==> src/rtl/fifo_pkg.sv <==
// Shared FIFO definitions: read-mode constants and width helpers.
// Also imported by the dot-product FSM controllers.
package fifo_pkg;

   // Read-mode selector values for the FWFT parameter
   localparam int FIFO_STD  = 0;
   localparam int FIFO_FWFT = 1;

   // Number of bits needed to address 'value' entries (ceil(log2(value)))
   function automatic int clog2(input int value);
      int result;
      int rem;
      result = 0;
      rem    = value - 1;
      while (rem > 0) begin
         result = result + 1;
         rem    = rem >> 1;
      end
      return result;
   endfunction

   // True when value is a non-zero power of two
   function automatic bit is_pow2(input int value);
      return (value > 0) && ((value & (value - 1)) == 0);
   endfunction

endpackage

==> src/rtl/fifo_mem.sv <==
// Simple dual-port storage for param_fifo: synchronous write, asynchronous read.
// Contents are deliberately not reset.
module fifo_mem
   import fifo_pkg::*;
#(
   parameter int DATA_WIDTH = 8,
   parameter int DEPTH      = 8,
   localparam int AW        = clog2(DEPTH)
)(
   input  logic                  clk,
   input  logic                  wr_en,
   input  logic [AW-1:0]         wr_addr,
   input  logic [DATA_WIDTH-1:0] wr_data,
   input  logic [AW-1:0]         rd_addr,
   output logic [DATA_WIDTH-1:0] rd_data
);

   logic [DATA_WIDTH-1:0] mem [DEPTH];

   // Write port: store the word on the rising edge when enabled
   always_ff @(posedge clk) begin
      if (wr_en) begin
         mem[wr_addr] <= wr_data;
      end
   end

   // Read port is combinational so the FIFO can present the head word
   // without an extra cycle of latency in fall-through mode.
   assign rd_data = mem[rd_addr];

endmodule

==> src/rtl/param_fifo.sv <==
// Synchronous single-clock FIFO with occupancy count, almost-full/almost-empty
// thresholds, sticky overflow/underflow flags and a selectable
// first-word-fall-through read mode.
module param_fifo
   import fifo_pkg::*;
#(
   parameter int DATA_WIDTH = 8,
   parameter int DEPTH      = 8,
   parameter int FWFT       = FIFO_STD,
   parameter int AF_THRESH  = DEPTH - 1,
   parameter int AE_THRESH  = 1,
   localparam int AW        = clog2(DEPTH)
)(
   input  logic                  clk,
   input  logic                  rstn,
   input  logic                  wr_en,
   input  logic [DATA_WIDTH-1:0] data_in,
   input  logic                  rd_en,
   output logic [DATA_WIDTH-1:0] data_out,
   output logic                  valid,
   output logic                  full,
   output logic                  empty,
   output logic                  almost_full,
   output logic                  almost_empty,
   output logic [AW:0]           count,
   output logic                  overflow,
   output logic                  underflow,
   input  logic                  clr_err
);

   // Parameter sanity: stop elaboration on an unusable configuration
   generate
      if (!is_pow2(DEPTH) || (DEPTH < 2)) begin : g_bad_depth
         $error("param_fifo: DEPTH must be a power of 2 and at least 2");
      end
      if ((AE_THRESH < 0) || (AE_THRESH >= AF_THRESH) || (AF_THRESH > DEPTH)) begin : g_bad_thresh
         $error("param_fifo: thresholds must satisfy 0 <= AE_THRESH < AF_THRESH <= DEPTH");
      end
      if ((FWFT != FIFO_STD) && (FWFT != FIFO_FWFT)) begin : g_bad_mode
         $error("param_fifo: FWFT must be FIFO_STD or FIFO_FWFT");
      end
      if (DATA_WIDTH < 1) begin : g_bad_width
         $error("param_fifo: DATA_WIDTH must be at least 1");
      end
   endgenerate

   // Threshold constants sized to the count so comparisons stay width-clean
   localparam logic [AW:0] DEPTH_C = (AW+1)'(DEPTH);
   localparam logic [AW:0] AF_C    = (AW+1)'(AF_THRESH);
   localparam logic [AW:0] AE_C    = (AW+1)'(AE_THRESH);

   logic [AW-1:0]         wr_ptr_reg;
   logic [AW-1:0]         rd_ptr_reg;
   logic [AW:0]           count_reg;
   logic [AW:0]           count_next;
   logic                  full_reg;
   logic                  empty_reg;
   logic                  almost_full_reg;
   logic                  almost_empty_reg;
   logic                  overflow_reg;
   logic                  underflow_reg;
   logic                  rd_acc;
   logic                  wr_acc;
   logic [DATA_WIDTH-1:0] mem_rdata;

   fifo_mem #(
      .DATA_WIDTH (DATA_WIDTH),
      .DEPTH      (DEPTH)
   ) u_mem (
      .clk     (clk),
      .wr_en   (wr_acc),
      .wr_addr (wr_ptr_reg),
      .wr_data (data_in),
      .rd_addr (rd_ptr_reg),
      .rd_data (mem_rdata)
   );

   // Accept logic: a read needs data; a write needs room, or a same-cycle
   // accepted read that frees a slot. Empty reads are never satisfied by a
   // simultaneous write.
   always_comb begin
      rd_acc = rd_en && !empty_reg;
      wr_acc = wr_en && (!full_reg || rd_acc);
   end

   // Next occupancy: a simultaneous accepted read and write cancel out
   always_comb begin
      count_next = count_reg;
      unique case ({wr_acc, rd_acc})
         2'b10:   count_next = count_reg + 1'b1;
         2'b01:   count_next = count_reg - 1'b1;
         default: count_next = count_reg;
      endcase
   end

   // Pointers, count and status flags; flags come from the next count so
   // they always agree with count in the same cycle.
   always_ff @(posedge clk) begin
      if (!rstn) begin
         wr_ptr_reg       <= '0;
         rd_ptr_reg       <= '0;
         count_reg        <= '0;
         full_reg         <= 1'b0;
         empty_reg        <= 1'b1;
         almost_full_reg  <= 1'b0;
         almost_empty_reg <= 1'b1;
      end else begin
         if (wr_acc) begin
            wr_ptr_reg <= wr_ptr_reg + 1'b1;
         end
         if (rd_acc) begin
            rd_ptr_reg <= rd_ptr_reg + 1'b1;
         end
         count_reg        <= count_next;
         full_reg         <= (count_next == DEPTH_C);
         empty_reg        <= (count_next == '0);
         almost_full_reg  <= (count_next >= AF_C);
         almost_empty_reg <= (count_next <= AE_C);
      end
   end

   // Sticky error flags: a new rejection wins over a same-cycle clear
   always_ff @(posedge clk) begin
      if (!rstn) begin
         overflow_reg  <= 1'b0;
         underflow_reg <= 1'b0;
      end else begin
         if (wr_en && !wr_acc) begin
            overflow_reg <= 1'b1;
         end else if (clr_err) begin
            overflow_reg <= 1'b0;
         end
         if (rd_en && !rd_acc) begin
            underflow_reg <= 1'b1;
         end else if (clr_err) begin
            underflow_reg <= 1'b0;
         end
      end
   end

   // Read-data path depends on the selected mode
   generate
      if (FWFT == FIFO_FWFT) begin : g_fwft
         // Head word is shown directly; forced to zero when nothing is stored
         assign data_out = empty_reg ? '0 : mem_rdata;
         assign valid    = !empty_reg;
      end else begin : g_std
         logic [DATA_WIDTH-1:0] data_out_reg;
         logic                  valid_reg;

         // Registered read: capture the head on an accepted read, pulse valid
         always_ff @(posedge clk) begin
            if (!rstn) begin
               data_out_reg <= '0;
               valid_reg    <= 1'b0;
            end else begin
               valid_reg <= rd_acc;
               if (rd_acc) begin
                  data_out_reg <= mem_rdata;
               end
            end
         end

         assign data_out = data_out_reg;
         assign valid    = valid_reg;
      end
   endgenerate

   assign full         = full_reg;
   assign empty        = empty_reg;
   assign almost_full  = almost_full_reg;
   assign almost_empty = almost_empty_reg;
   assign count        = count_reg;
   assign overflow     = overflow_reg;
   assign underflow    = underflow_reg;

endmodule

==> config.mk <==
export PLATFORM = sky130hd
export DESIGN_NAME = param_fifo
export DESIGN_NICKNAME = d
export VERILOG_FILES = /design/src/rtl/fifo_pkg.sv /design/src/rtl/fifo_mem.sv /design/src/rtl/param_fifo.sv
export SDC_FILE = /design/constraint.sdc
export NUM_CORES = 1
export LEC_CHECK = 0
export CORE_MARGIN = 8
export CORE_UTILIZATION = 51
export DETAILED_ROUTE_END_ITERATION = 16
export PLACE_DENSITY_LB_ADDON = 0.3
export SYNTH_ARGS = -nofsm -noshare
export SYNTH_HDL_FRONTEND = slang
export SYNTH_HIERARCHICAL = 1
export SYNTH_SLANG_ARGS = --single-unit
==> constraint.sdc <==
create_clock -name clk -period 2.3 [get_ports clk]
set_input_delay 0.46 -clock clk [delete_from_list [all_inputs] [get_ports clk]]
set_output_delay 0.46 -clock clk [all_outputs]
set_load 0.02 [all_outputs]
==> insert_results.sql <==
INSERT INTO impl_metrics (metric_group, metric, value, unit) VALUES
('status', 'run_status', 'finished clean', ''),
('sta', 'final_number_of_max_transition_violations', '0', ''),
('setup_path', 'path_common_cell', 'sky130_fd_sc_hd__ha_2', ''),
('synthesis', 'synth_cell_type_count', '43', ''),
('cts', 'cts_buffer_depth', '2', ''),
('setup_path', 'crit_start', 'empty', ''),
('cts', 'numCtsBuffers', '9', ''),
('synthesis', 'synth_fp_nets', '244', ''),
('setup_path', 'criticalPathCategory', 'reg -> reg', ''),
('floorplanning', 'die_w', '100.5', 'um'),
('synthesis', 'synth.avg_cell_area', '16.10', 'um^2'),
('floorplanning', 'die_height', '100.5', 'um'),
('placed_design', 'place.detailed.hpwl', '4.372', 'mm'),
('finish', 'final_cell_mix', '64 x sky130_fd_sc_hd__edfxtp_1, 29 x sky130_fd_sc_hd__clkdlybuf4s50_1, 24 x sky130_fd_sc_hd__dfxtp_1', ''),
('floorplanning', 'design.die.area', '0.01009', 'mm^2'),
('placed_design', 'detailed_place.area', '0.004168', 'mm^2'),
('grt', 'first_pass_grt_wire_length', '10.53', 'mm'),
('pwr', 'netSwitchingFraction', '27.24', '%'),
('setup_path', 'cp.required', '2570', 'ps'),
('hold_path', 'holdCritPathClass', 'reg -> reg', ''),
('sta', 'timing.slew.headroom', '64.61', '%'),
('pwr', 'power.leakage', '0.001513', 'uW'),
('cts', 'clockRootBuffer', 'sky130_fd_sc_hd__clkbuf_8', ''),
('drt', 'route.detailed.wl_per_inst', '17.77', 'um'),
('pwr', 'switching_power', '954.4', 'uW'),
('drt', 'ant_nets', '0', ''),
('floorplanning', 'io_pins', '32', ''),
('finish', 'cell_area_after_layout', '0.004360', 'mm^2'),
('sta', 'max_slew.worst_pin.slew', '530.1', 'ps'),
('hold_path', 'min_from', 'data_out[2]', ''),
('cts', 'cts.sink_count', '89', ''),
('synthesis', 'synth_top_cell_by_area', 'sky130_fd_sc_hd__edfxtp_1', ''),
('grt', 'grt_usage', '14.35', '%'),
('drt', 'route.top_layer_used', 'met4', ''),
('cts', 'post-cts-setup-buffers', '0', ''),
('pwr', 'share_comb_of_total_power', '18.7', '%'),
('finish', 'most_common_cell_after_layout_fill_and_taps_aside', 'sky130_fd_sc_hd__edfxtp_1', ''),
('finish', 'areaGrowthSynthToFinish', '19.84', '%'),
('grt', 'antenna_found_initial', '0', ''),
('floorplanning', 'floorplan.rows', '30', ''),
('drt', 'dr_wl_met2', '3.314', 'mm'),
('setup_path', 'max_stage_delay_on_crit_path', '350', 'ps'),
('synthesis', 'synthesis.area', '0.003638', 'mm^2'),
('pwr', 'internal-power', '2549', 'uW'),
('drt', 'drc', '0', ''),
('setup_path', 'r2r_start', 'empty', ''),
('sta', 'post-route-min-period', '2152', 'ps'),
('synthesis', 'synth_top_area_share', '52.82', '%'),
('sta', 'hold_violations', '0', ''),
('cts', 'clk_pin_slew', '100', 'ps'),
('sta', 'setup_ws_post_layout', '148.5', 'ps'),
('sta', 'unrepaired_setup_endpoints_after_global_routing', 'no', ''),
('synthesis', 'synth.area.top_cells', 'sky130_fd_sc_hd__edfxtp_1 53%, sky130_fd_sc_hd__dfxtp_1 14%, sky130_fd_sc_hd__mux4_1 11%', ''),
('synthesis', 'post_synthesis_sequential_element_count', '89', ''),
('drt', 'met3_wirelength', '401', 'um'),
('grt', 'first_global_vias', '2030', ''),
('cts', 'cts_tree', 'built', ''),
('drt', 'routed_via_density', '5.302', ''),
('setup_path', 'critPathLaunchType', 'flip-flop', ''),
('setup_path', 'end_kind', 'flip-flop', ''),
('cts', 'h-tree-depth', '3', ''),
('grt', 'pin_count_of_the_biggest_net_entering_global_routing', '19', ''),
('pwr', 'max_rail_drop_vdd', '514.6', 'uV'),
('floorplanning', 'core', '0.006869', 'mm^2'),
('synthesis', 'synth_sequential_area_ratio', '66.57', '%'),
('setup_path', 'critical_path_arrival', '2420', 'ps'),
('placed_design', 'io_buffer_count', '31', ''),
('setup_path', 'critical-path-slowest-cell', 'sky130_fd_sc_hd__dfxtp_4', ''),
('setup_path', 'path_buf_inv', '1', ''),
('synthesis', 'postSynthCellCount', '226', ''),
('sta', 'max_clock_freq', '464.8', 'MHz');
-- final cells by class --
cell class / instances / area, um^2
Clock buffer: 9 / 123.9
Tap cell: 96 / 120.1
Sequential cell: 89 / 2426
Timing Repair Buffer: 51 / 461.7
Clock inverter: 7 / 53.80
Inverter: 6 / 22.52
Multi-Input combinational cell: 120 / 1152
Fill cell: 531 / 2509
-- per-stage QoR --
step	hold WS, ps	setup TNS (ps)	utilization (%)	instances	power (uW)
CTS	460.4	0	63.30	378	3534
floorplan	451.9	0	-	226	2340
global route	494.5	0	63.48	378	3658
detailed placement	446.7	-2885	60.67	362	2564
finish	460.3	0	63.48	378	3504
global placement	446.3	-2445	60.67	362	2551
-- synth_stat cells, drive strengths merged --
| master | n |
|---|---|
| a22o | 1 |
| a21boi | 1 |
| xor2 | 3 |
| nor2b | 1 |
| and3 | 1 |
| a22oi | 1 |
| mux4 | 16 |
| a21oi | 12 |
| ha | 5 |
| clkbuf | 4 |
| mux2i | 2 |
| or4b | 1 |
| o2bb2ai | 1 |
| o211ai | 2 |
| and2 | 4 |
| nor2 | 17 |
| nand2 | 22 |
| inv | 5 |
| o22a | 1 |
| edfxtp | 64 |
| or2b | 1 |
| a211oi | 1 |
| xnor2 | 3 |
| nand3 | 1 |
| buf | 7 |
| nor4b | 1 |
| a21bo | 1 |
| nor3 | 2 |
| dfxtp | 25 |
| o41ai | 1 |
| nand3b | 1 |
| a32oi | 1 |
| mux2 | 9 |
| o31ai | 2 |
| clkinv | 1 |
| nand2b | 5 |
-- repair_timing --
action | 4_1_cts | 5_1_grt
gates cloned | 0 | 0
gates resized for setup | 2 | 5
setup endpoints to repair | 5 | 6
pin swaps | 2 | 2
-- power by group through the flow --
stage	registers (uW)	logic, uW	clock network [uW]
floorplan	1950	390	0
detailed placement	1910	653	0
finish	1870	656	976
CTS	1870	658	1000
global route	1880	714	1060
global placement	1910	642	0
-- tightest hold or removal path, stage by stage (launching register included) --
cell and delay [ps]:
sky130_fd_sc_hd__dfxtp_1 320, sky130_fd_sc_hd__nand2_1 50, sky130_fd_sc_hd__a21oi_1 50
-- logic make-up after synthesis --
group                    count (synthesis)  share of synthesized area (%)
AO/OA/AOI/OAI                           25                          4.917
XOR/XNOR                                 6                          1.445
adder cells (fa/ha/maj)                  5                          1.719
buffers and inverters                   17                          2.957
flip-flops                              89                          66.57
multiplexers                            27                          14.79
AND/OR/NAND/NOR                         57                          7.600
-- worst paths after layout --
kind	cells after the start	slack, ps	end
max	10	150	full
min	2	460	data_out[2]
max reg2reg	10	150	full
min reg2reg	2	460	data_out[2]
-- routing by layer --
layer	up-vias	track usage, %
li1	965	-
met1	977	16.03
met2	51	24.00
met3	11	3.936
met4	0	8.605
met5	-	0
(Power assumes the default switching activity.)
